[src/rtl/mem_pkg.sv]
// Shared widths, FSM encoding and memory-control polarity for the burst master.
// No logic and no latency of its own.
// No flow control; types and constants only.
package mem_pkg;

    localparam int MEM_AW = 5;
    localparam int MEM_DW = 8;
    localparam int MEM_LW = 6;

    typedef enum logic [2:0] {
        IDLE     = 3'd0,
        RD       = 3'd1,
        RD_DRAIN = 3'd2,
        WR       = 3'd3,
        WR_LAST  = 3'd4,
        DONE     = 3'd5
    } state_t;

    // mem_read is a write-enable in disguise: low means read.
    localparam logic MEM_RD = 1'b0;
    localparam logic MEM_WR = 1'b1;

endpackage

[src/rtl/mem_burst_ctr.sv]
// Burst bookkeeping: wrapping address pointer plus remaining-beat count.
// Load and step both take effect on the next rising edge.
// No backpressure; a step with nothing remaining is ignored.
module mem_burst_ctr
    import mem_pkg::*;
#(
    parameter int AW = MEM_AW,
    parameter int LW = MEM_LW
) (
    input  logic          clk,
    input  logic          rst_n,
    input  logic          load,
    input  logic          step,
    input  logic [AW-1:0] load_addr,
    input  logic [LW-1:0] load_len,
    output logic [AW-1:0] ptr,
    output logic [LW-1:0] remaining,
    output logic          last
);

    always_ff @(posedge clk or negedge rst_n) begin
        if (!rst_n) begin
            ptr       <= '0;
            remaining <= '0;
        end else if (load) begin
            ptr       <= load_addr;
            remaining <= load_len;
        end else if (step && (remaining != '0)) begin
            // Pointer wraps naturally at 2**AW.
            ptr       <= ptr + AW'(1);
            remaining <= remaining - LW'(1);
        end
    end

    assign last = (remaining == LW'(1));

endmodule

[src/rtl/mem_burst_master.sv]
// Burst initiator for a combinational-read / clocked-write memory.
// Reads: first beat 2 edges after command, then 1 beat/cycle; writes: 1 strobe per beat.
// rd_valid/rd_data hold while rd_ready is low; wr_ready drops after the final beat.
module mem_burst_master
    import mem_pkg::*;
#(
    parameter int AW = MEM_AW,
    parameter int DW = MEM_DW,
    parameter int LW = MEM_LW
) (
    input  logic          clk,
    input  logic          rst_n,
    input  logic          cmd_valid,
    output logic          cmd_ready,
    input  logic          cmd_write,
    input  logic [AW-1:0] cmd_addr,
    input  logic [LW-1:0] cmd_len,
    output logic [DW-1:0] rd_data,
    output logic          rd_valid,
    input  logic          rd_ready,
    input  logic [DW-1:0] wr_data,
    input  logic          wr_valid,
    output logic          wr_ready,
    output logic [AW-1:0] mem_add,
    output logic [DW-1:0] mem_in,
    input  logic [DW-1:0] mem_out,
    output logic          mem_read,
    output logic          done
);

    state_t        state;
    logic [AW-1:0] ptr;
    logic [LW-1:0] remaining;
    logic          last;
    logic          cmd_fire;
    logic          rd_cap;
    logic          wr_fire;

    assign cmd_ready = (state == IDLE);
    assign cmd_fire  = cmd_valid && cmd_ready;
    // A read beat is captured whenever the output slot is empty or being drained.
    assign rd_cap    = (state == RD) && (remaining != '0) && (!rd_valid || rd_ready);
    assign wr_fire   = (state == WR) && wr_valid && wr_ready;

    mem_burst_ctr #(
        .AW (AW),
        .LW (LW)
    ) u_ctr (
        .clk       (clk),
        .rst_n     (rst_n),
        .load      (cmd_fire),
        .step      (rd_cap || wr_fire),
        .load_addr (cmd_addr),
        .load_len  (cmd_len),
        .ptr       (ptr),
        .remaining (remaining),
        .last      (last)
    );

    always_ff @(posedge clk or negedge rst_n) begin
        if (!rst_n) begin
            state    <= IDLE;
            mem_read <= MEM_RD;
            mem_add  <= '0;
            mem_in   <= '0;
            rd_data  <= '0;
            rd_valid <= 1'b0;
            wr_ready <= 1'b0;
            done     <= 1'b0;
        end else begin
            done <= 1'b0;
            case (state)
                IDLE: begin
                    if (cmd_valid) begin
                        if (cmd_len == '0) begin
                            state <= DONE;
                        end else if (cmd_write) begin
                            state    <= WR;
                            wr_ready <= 1'b1;
                        end else begin
                            state    <= RD;
                            mem_add  <= cmd_addr;
                            mem_read <= MEM_RD;
                        end
                    end
                end
                RD: begin
                    if (rd_cap) begin
                        rd_data  <= mem_out;
                        rd_valid <= 1'b1;
                        mem_add  <= ptr + AW'(1);
                        if (last) begin
                            state <= RD_DRAIN;
                        end
                    end
                end
                RD_DRAIN: begin
                    if (rd_ready) begin
                        rd_valid <= 1'b0;
                        state    <= DONE;
                    end
                end
                WR: begin
                    if (wr_fire) begin
                        mem_add  <= ptr;
                        mem_in   <= wr_data;
                        mem_read <= MEM_WR;
                        if (last) begin
                            wr_ready <= 1'b0;
                            state    <= WR_LAST;
                        end
                    end else begin
                        mem_read <= MEM_RD;
                    end
                end
                WR_LAST: begin
                    mem_read <= MEM_RD;
                    state    <= DONE;
                end
                DONE: begin
                    done  <= 1'b1;
                    state <= IDLE;
                end
                default: begin
                    state    <= IDLE;
                    mem_read <= MEM_RD;
                end
            endcase
        end
    end

endmodule

[config.mk]
export PLATFORM = sky130hd
export DESIGN_NAME = mem_burst_master
export DESIGN_NICKNAME = d
export VERILOG_FILES = /design/src/rtl/mem_pkg.sv /design/src/rtl/mem_burst_ctr.sv /design/src/rtl/mem_burst_master.sv
export SDC_FILE = /design/constraint.sdc
export NUM_CORES = 1
export LEC_CHECK = 0
export ABC_CLOCK_PERIOD_IN_PS = 5200
export BUFFER_PORTS_ARGS = -buffer_cell sky130_fd_sc_hd__buf_2
export CAP_MARGIN = 20
export CORE_ASPECT_RATIO = 1.2
export CORE_MARGIN = 2
export CORE_UTILIZATION = 50
export CTS_BUF_LIST = sky130_fd_sc_hd__clkbuf_8 sky130_fd_sc_hd__clkbuf_16
export DETAILED_ROUTE_END_ITERATION = 6
export GPL_TIMING_DRIVEN = 0
export PLACE_DENSITY_LB_ADDON = 0.12
export RECOVER_POWER = 50
export SKIP_CTS_REPAIR_TIMING = 1
export SLEW_MARGIN = 30
export SYNTH_ARGS = -nofsm -noshare
export SYNTH_HDL_FRONTEND = slang
export SYNTH_SLANG_ARGS = --single-unit
[constraint.sdc]
create_clock -name clk -period 5.2 [get_ports clk]
set_clock_uncertainty 0.2 [all_clocks]
set_input_delay 1.04 -clock clk [delete_from_list [all_inputs] [get_ports clk]]
set_output_delay 1.04 -clock clk [all_outputs]
set_load 0.02 [all_outputs]
* Word-level counts from Yosys, hierarchy flattened *
Cells that the tools add are included.

storage, ports and cells
  flip-flop bits (word level) = 39
  input bits = 33
  output and inout bits = 26
  word-level logic and storage cells = 86

cells by class
  add/sub/neg operators = 2
  equal/unequal tests = 15
  multiplexer cells = 34
  bitwise logic cells = 1
  reductions and logical operators = 24

operators with widths
  kind                   number
  $mux W5                7
  $mux W3                7
  $reduce_and A6 Y1      3
  $ne A2 B2 Y1 const B   8
  $pmux W3 S5            1
  $pmux W5 S3            1
  $mux W1                12
  $mux W6                2
  $eq A3 B2 Y1 const B   2
  $eq A3 B3 Y1 const B   2
  $eq A6 B1 Y1 const B   1
  $logic_and A1 B1 Y1    6
  $logic_not A6 Y1       1
  $reduce_bool A2 Y1     3
  $reduce_bool A6 Y1     1
  $sub A6 B1 Y6 const B  1
  $add A5 B1 Y5 const B  1
  $pmux W1 S2            2
  $reduce_and A2 Y1      2
  $reduce_and A4 Y1      1
  $eq A3 B1 Y1 const B   1
  $logic_not A3 Y1       1
  $pmux W1 S3            1
  $reduce_and A3 Y1      1
  other kinds (7)        8

* Longest topological paths before layout *
  depth in word-level cells = 7
  gate-level depth with buffers = 7
  depth with buffers taken out = 6

* By module *
A second synthesis with hierarchy kept.

unflattened totals
  cell total of the unflattened synthesis = 212
  area total of the unflattened synthesis = 2178.3 um^2

by module, submodules not included
  module            times used  cells an instance  area each (um^2)  seq. area each (um^2)
  mem_burst_master  1           128                1430.1            700.7
  mem_burst_ctr     1           84                 748.2             275.3

* Least setup slack after synthesis *
Ideal clock, no wire load.

  path type = input-to-reg
  start = input cmd_len[2]
  end = register mem_add[3]
  library setup time = 0.125 ns
  arrival = 2.201 ns
  required time = 4.875 ns
  setup slack = 2.674 ns
  stages on the path = 4
  path buffers = 0
  path through = nor4_1 -> a2111oi_2 -> o221ai_2 -> mux2_4

between the ends
  cells in the longest elaborated chain, start to end = 3

ends and longest elaborated chain
  item                                line                     text
  from (decl)                         mem_burst_master.sv:17   input logic [LW-1:0] cmd_len,
  $logic_not A6 Y1                    mem_burst_master.sv:75   if (cmd_len == '0) begin
  $ne A2 B2 Y1 (no source line)       n/a
  $reduce_and A6 Y1 (no source line)  n/a
  to (signal assigned)                mem_burst_master.sv:82   mem_add <= cmd_addr;
  to (signal assigned)                mem_burst_master.sv:91   mem_add <= ptr + AW'(1);
  to (signal assigned)                mem_burst_master.sv:105  mem_add <= ptr;
  to (decl)                           mem_burst_master.sv:24   output logic [AW-1:0] mem_add,

No other way between the ends.
A chain may end at the register's enable or synchronous reset.

* Final worst setup path *
  start = register state[1]
  end = output cmd_ready

between the ends
  cells in the longest elaborated chain, start to end = 1

ends and longest elaborated chain
  item                    line                    text
  from (decl)             mem_burst_master.sv:31  state_t state;
  from (signal assigned)  mem_burst_master.sv:62  state <= IDLE;
  from (signal assigned)  mem_burst_master.sv:76  state <= DONE;
  from (signal assigned)  mem_burst_master.sv:78  state <= WR;
  $logic_not A3 Y1        mem_burst_master.sv:39  assign cmd_ready = (state == IDLE);
  to (decl)               mem_burst_master.sv:14  output logic cmd_ready,

No other way between the ends.

==> key figures <==
Run status
  • Status: finished, violations left
  • Failing checks: max-capacitance violations, max-slew violations

Global routing
  • Pin count of the biggest net entering global routing: 40
  • Initial antenna violation count: 0
  • GRT Residual Overflow: 0
  • GRT Util Overall: 0.210
  • Vias in the first global route: 1589
  • First-pass GRT wire length: approximately 7000 um

Routing
  • Post-route DRC: 0
  • Vias per cell: 5.23
  • Vias: 1632
  • Top Metal Used: met4
  • Met1 WL: 1930 um
  • Met2 wire length: 2110 um
  • Antenna-violating nets left: 0
  • First-pass iteration count of the detailed router: 4
  • Initial DRC count: 66
  • Avg WL per Cell: 13.5 um
  • WL met3: 137 um
  • Routed WL: 4200 um

Synth
  • Cell with the most instances after synthesis: dfrtp_1
  • Top cell type's share of synthesized area: 0.485
  • Main area contributors after synthesis: dfrtp_1 (48%), mux2_2 (8.9%), nand2_1 (4.7%)
  • Post-synth top cells: dfrtp_1 (39), nand2_1 (25), mux2_2 (16), o21ai_0 (16)
  • Synth Register Bits: 39
  • Syn Inst Count: 192
  • Sequential share of the synthesized area: 0.485
  • Prevailing post-synth register cell: dfrtp_1
  • Async SR Flop Fraction: 1.00
  • Number of flops mapped to enable cells by yosys: 0
  • Yosys top cell by area: dfrtp_1
  • Synth cell types: 40
  • Post-Syn Area: 2010 sq um
  • Mean Syn Cell Area: 10.5 sq um
  • Ys Warns: 0
  • Post-synthesis net count: 229

Finish
  • Fin area: around 2500 sq um
  • N_diodes: 0
  • Share of cells above drive strength 1: 0.310
  • Multi-input combinational cell area: 985 sq um
  • Fillers: 342
  • Layout Nets: 294
  • Post-route insts no fill: 312
  • Synthesis-to-layout area growth: 22.1%
  • Register area: 976 sq um
  • Final core utilization: 0.628

Pwr
  • Maximum vdd drop: 0.000324 V
  • Pwr Total: 1.57 mW
  • Lkg Pwr: 1.10 nW
  • Power Dens Cells: 637 nW/um^2

Worst setup path
  • Critical Path RT: 3.96 ns
  • CP endpoint kind: output pin
  • CP max FO: 10
  • RR Startpoint: u_ctr.remaining[0]$_DFFE_PN0P_
  • Worst setup path class: register to output pin
  • Worst Setup EP: cmd_ready
  • Worst R2R Setup Slack: 2.97 ns
  • Worst Setup Start Kind: register
  • Worst r2r dst: rd_data[2]$_DFFE_PN0P_
  • Critical Path Source: state[1]$_DFFE_PN0P_
  • Worst EP arrival: 1.72 ns
  • Reg2Reg Depth: 5

Place
  • Area post-placement: 2370 sq um
  • Place WS: 2.23 ns
  • GPL Wtd Cong: ~0.9
  • Number of instances in the placed design: 304
  • PortBufs: 58
  • Final HPWL DP: between 3000 and 4000 um

STA
  • Final period utilization: 0.569
  • Post-route setup TNS: 0 ns
  • RSZ-0062 raised after global routing: no
  • Pins Over Slew Limit: 40
  • Max frequency: 338 MHz
  • WHS: 0.283 ns
  • Min Tclk post-route: 2.96 ns
  • Slew HR: -0.377
  • Worst setup margin: between 2 and 2.5 ns
  • Hold Violations, Final: 0
  • Worst-Margin Slew: 2.07 ns
  • Final Setup Violations: 0

Clock network
  • Worst skew pair latency: a little under 0.3 ns
  • Longest Clk Path Bufs: 2
  • CTS tree: yes
  • CTS buffer count: 5
  • Root Buffer: clkbuf_8
  • Clock Sinks: 39
  • CTS H-tree lvls: 2
  • CTS clock-pin slew for the worst setup and hold paths: ~0.08 ns

Floorplanning
  • Die area: ~4600 sq um
  • # IOs: slightly below 60
  • Die height: 73.5 um
  • Row cnt: 25
  • DIE WIDTH: 61.9 um
  • Core footprint: approximately 4000 sq um
  • Initial Util: 0.515

Min path
  • Worst Hold Class: register to register

Run
  • Max cap viols: 1
-- metal layers --
metal	track usage	vias to the layer above
met2	0.351	43
met3	0.0528	4
li1	-	803
met1	0.266	782
met5	0	-
met4	0.0567	0
-- cell usage in the layout (no fill, tap or decap), drive strengths merged, types with 2 or more instances in the layout --
cell type,count
a21o,2
a21oi,11
and2,2
and3,3
buf,47
clkbuf,25
dfrtp,39
ha,4
inv,6
mux2,17
mux2i,2
nand2,25
nand3,8
nand4,2
nor2,11
nor2b,3
nor3,2
nor4,2
o21a,2
o21ai,17
o311ai,2
xnor2,3
xor2,10
-- flip-flops by register name, indices dropped and copies added (netlist names) --
| signal | cells |
|---|---|
| mem_in | 8 |
| rd_valid | 1 |
| mem_read | 1 |
| u_ctr.ptr | 5 |
| done | 1 |
| wr_ready | 1 |
| u_ctr.remaining | 6 |
| mem_add | 5 |
| state | 3 |
| rd_data | 8 |
-- report_power, final --
group	internal, mW	switching, mW
registers	0.452	0.103
clock network	0.121	0.104
logic	0.322	0.465
total	0.894	0.672
-- layout make-up --
class | count | area share
tap | 54 | 0.0275
sequential | 39 | 0.397
inverter | 6 | 0.00916
timing repair buffer | 58 | 0.112
clock inverter | 1 | 0.00305
multi-input combinational | 140 | 0.401
clock buffer | 7 | 0.0392
buffer | 7 | 0.0112
-- worst max-delay path, stage by stage, from the launching register on --
cell and delay (ns):
dfrtp_1 0.32, clkbuf_1 0.36, clkbuf_1 0.49, nor3_1 0.09
buf_2 0.18
-- worst min path at each step --
stage,startpoint,end,slack (ns),cells after the start
floorplan,u_ctr.ptr[1]$_DFFE_PN0P_,u_ctr.ptr[1]$_DFFE_PN0P_,0.33,2
finish,mem_add[1]$_DFFE_PN0P_,mem_add[1]$_DFFE_PN0P_,0.28,2
detailed placement,mem_read$_DFFE_PN0P_,mem_read$_DFFE_PN0P_,0.27,1
global placement,mem_add[2]$_DFFE_PN0P_,mem_add[2]$_DFFE_PN0P_,0.26,2
CTS,mem_read$_DFFE_PN0P_,mem_read$_DFFE_PN0P_,0.29,1
global route,mem_read$_DFFE_PN0P_,mem_read$_DFFE_PN0P_,0.30,1
-- cells by family (layout without fill, tap and decap cells) --
kind of cell,after synthesis,after routing,synth area share
AND/OR/NAND/NOR,63,63,0.165
flip-flops,39,39,0.485
multiplexers,19,19,0.107
AO/OA/AOI/OAI,41,41,0.135
adder cells (fa/ha/maj),4,4,0.0249
buffers and inverters,13,79,0.0261
XOR/XNOR,13,13,0.0566
No activity file was read; power rests on OpenSTA's default activity.
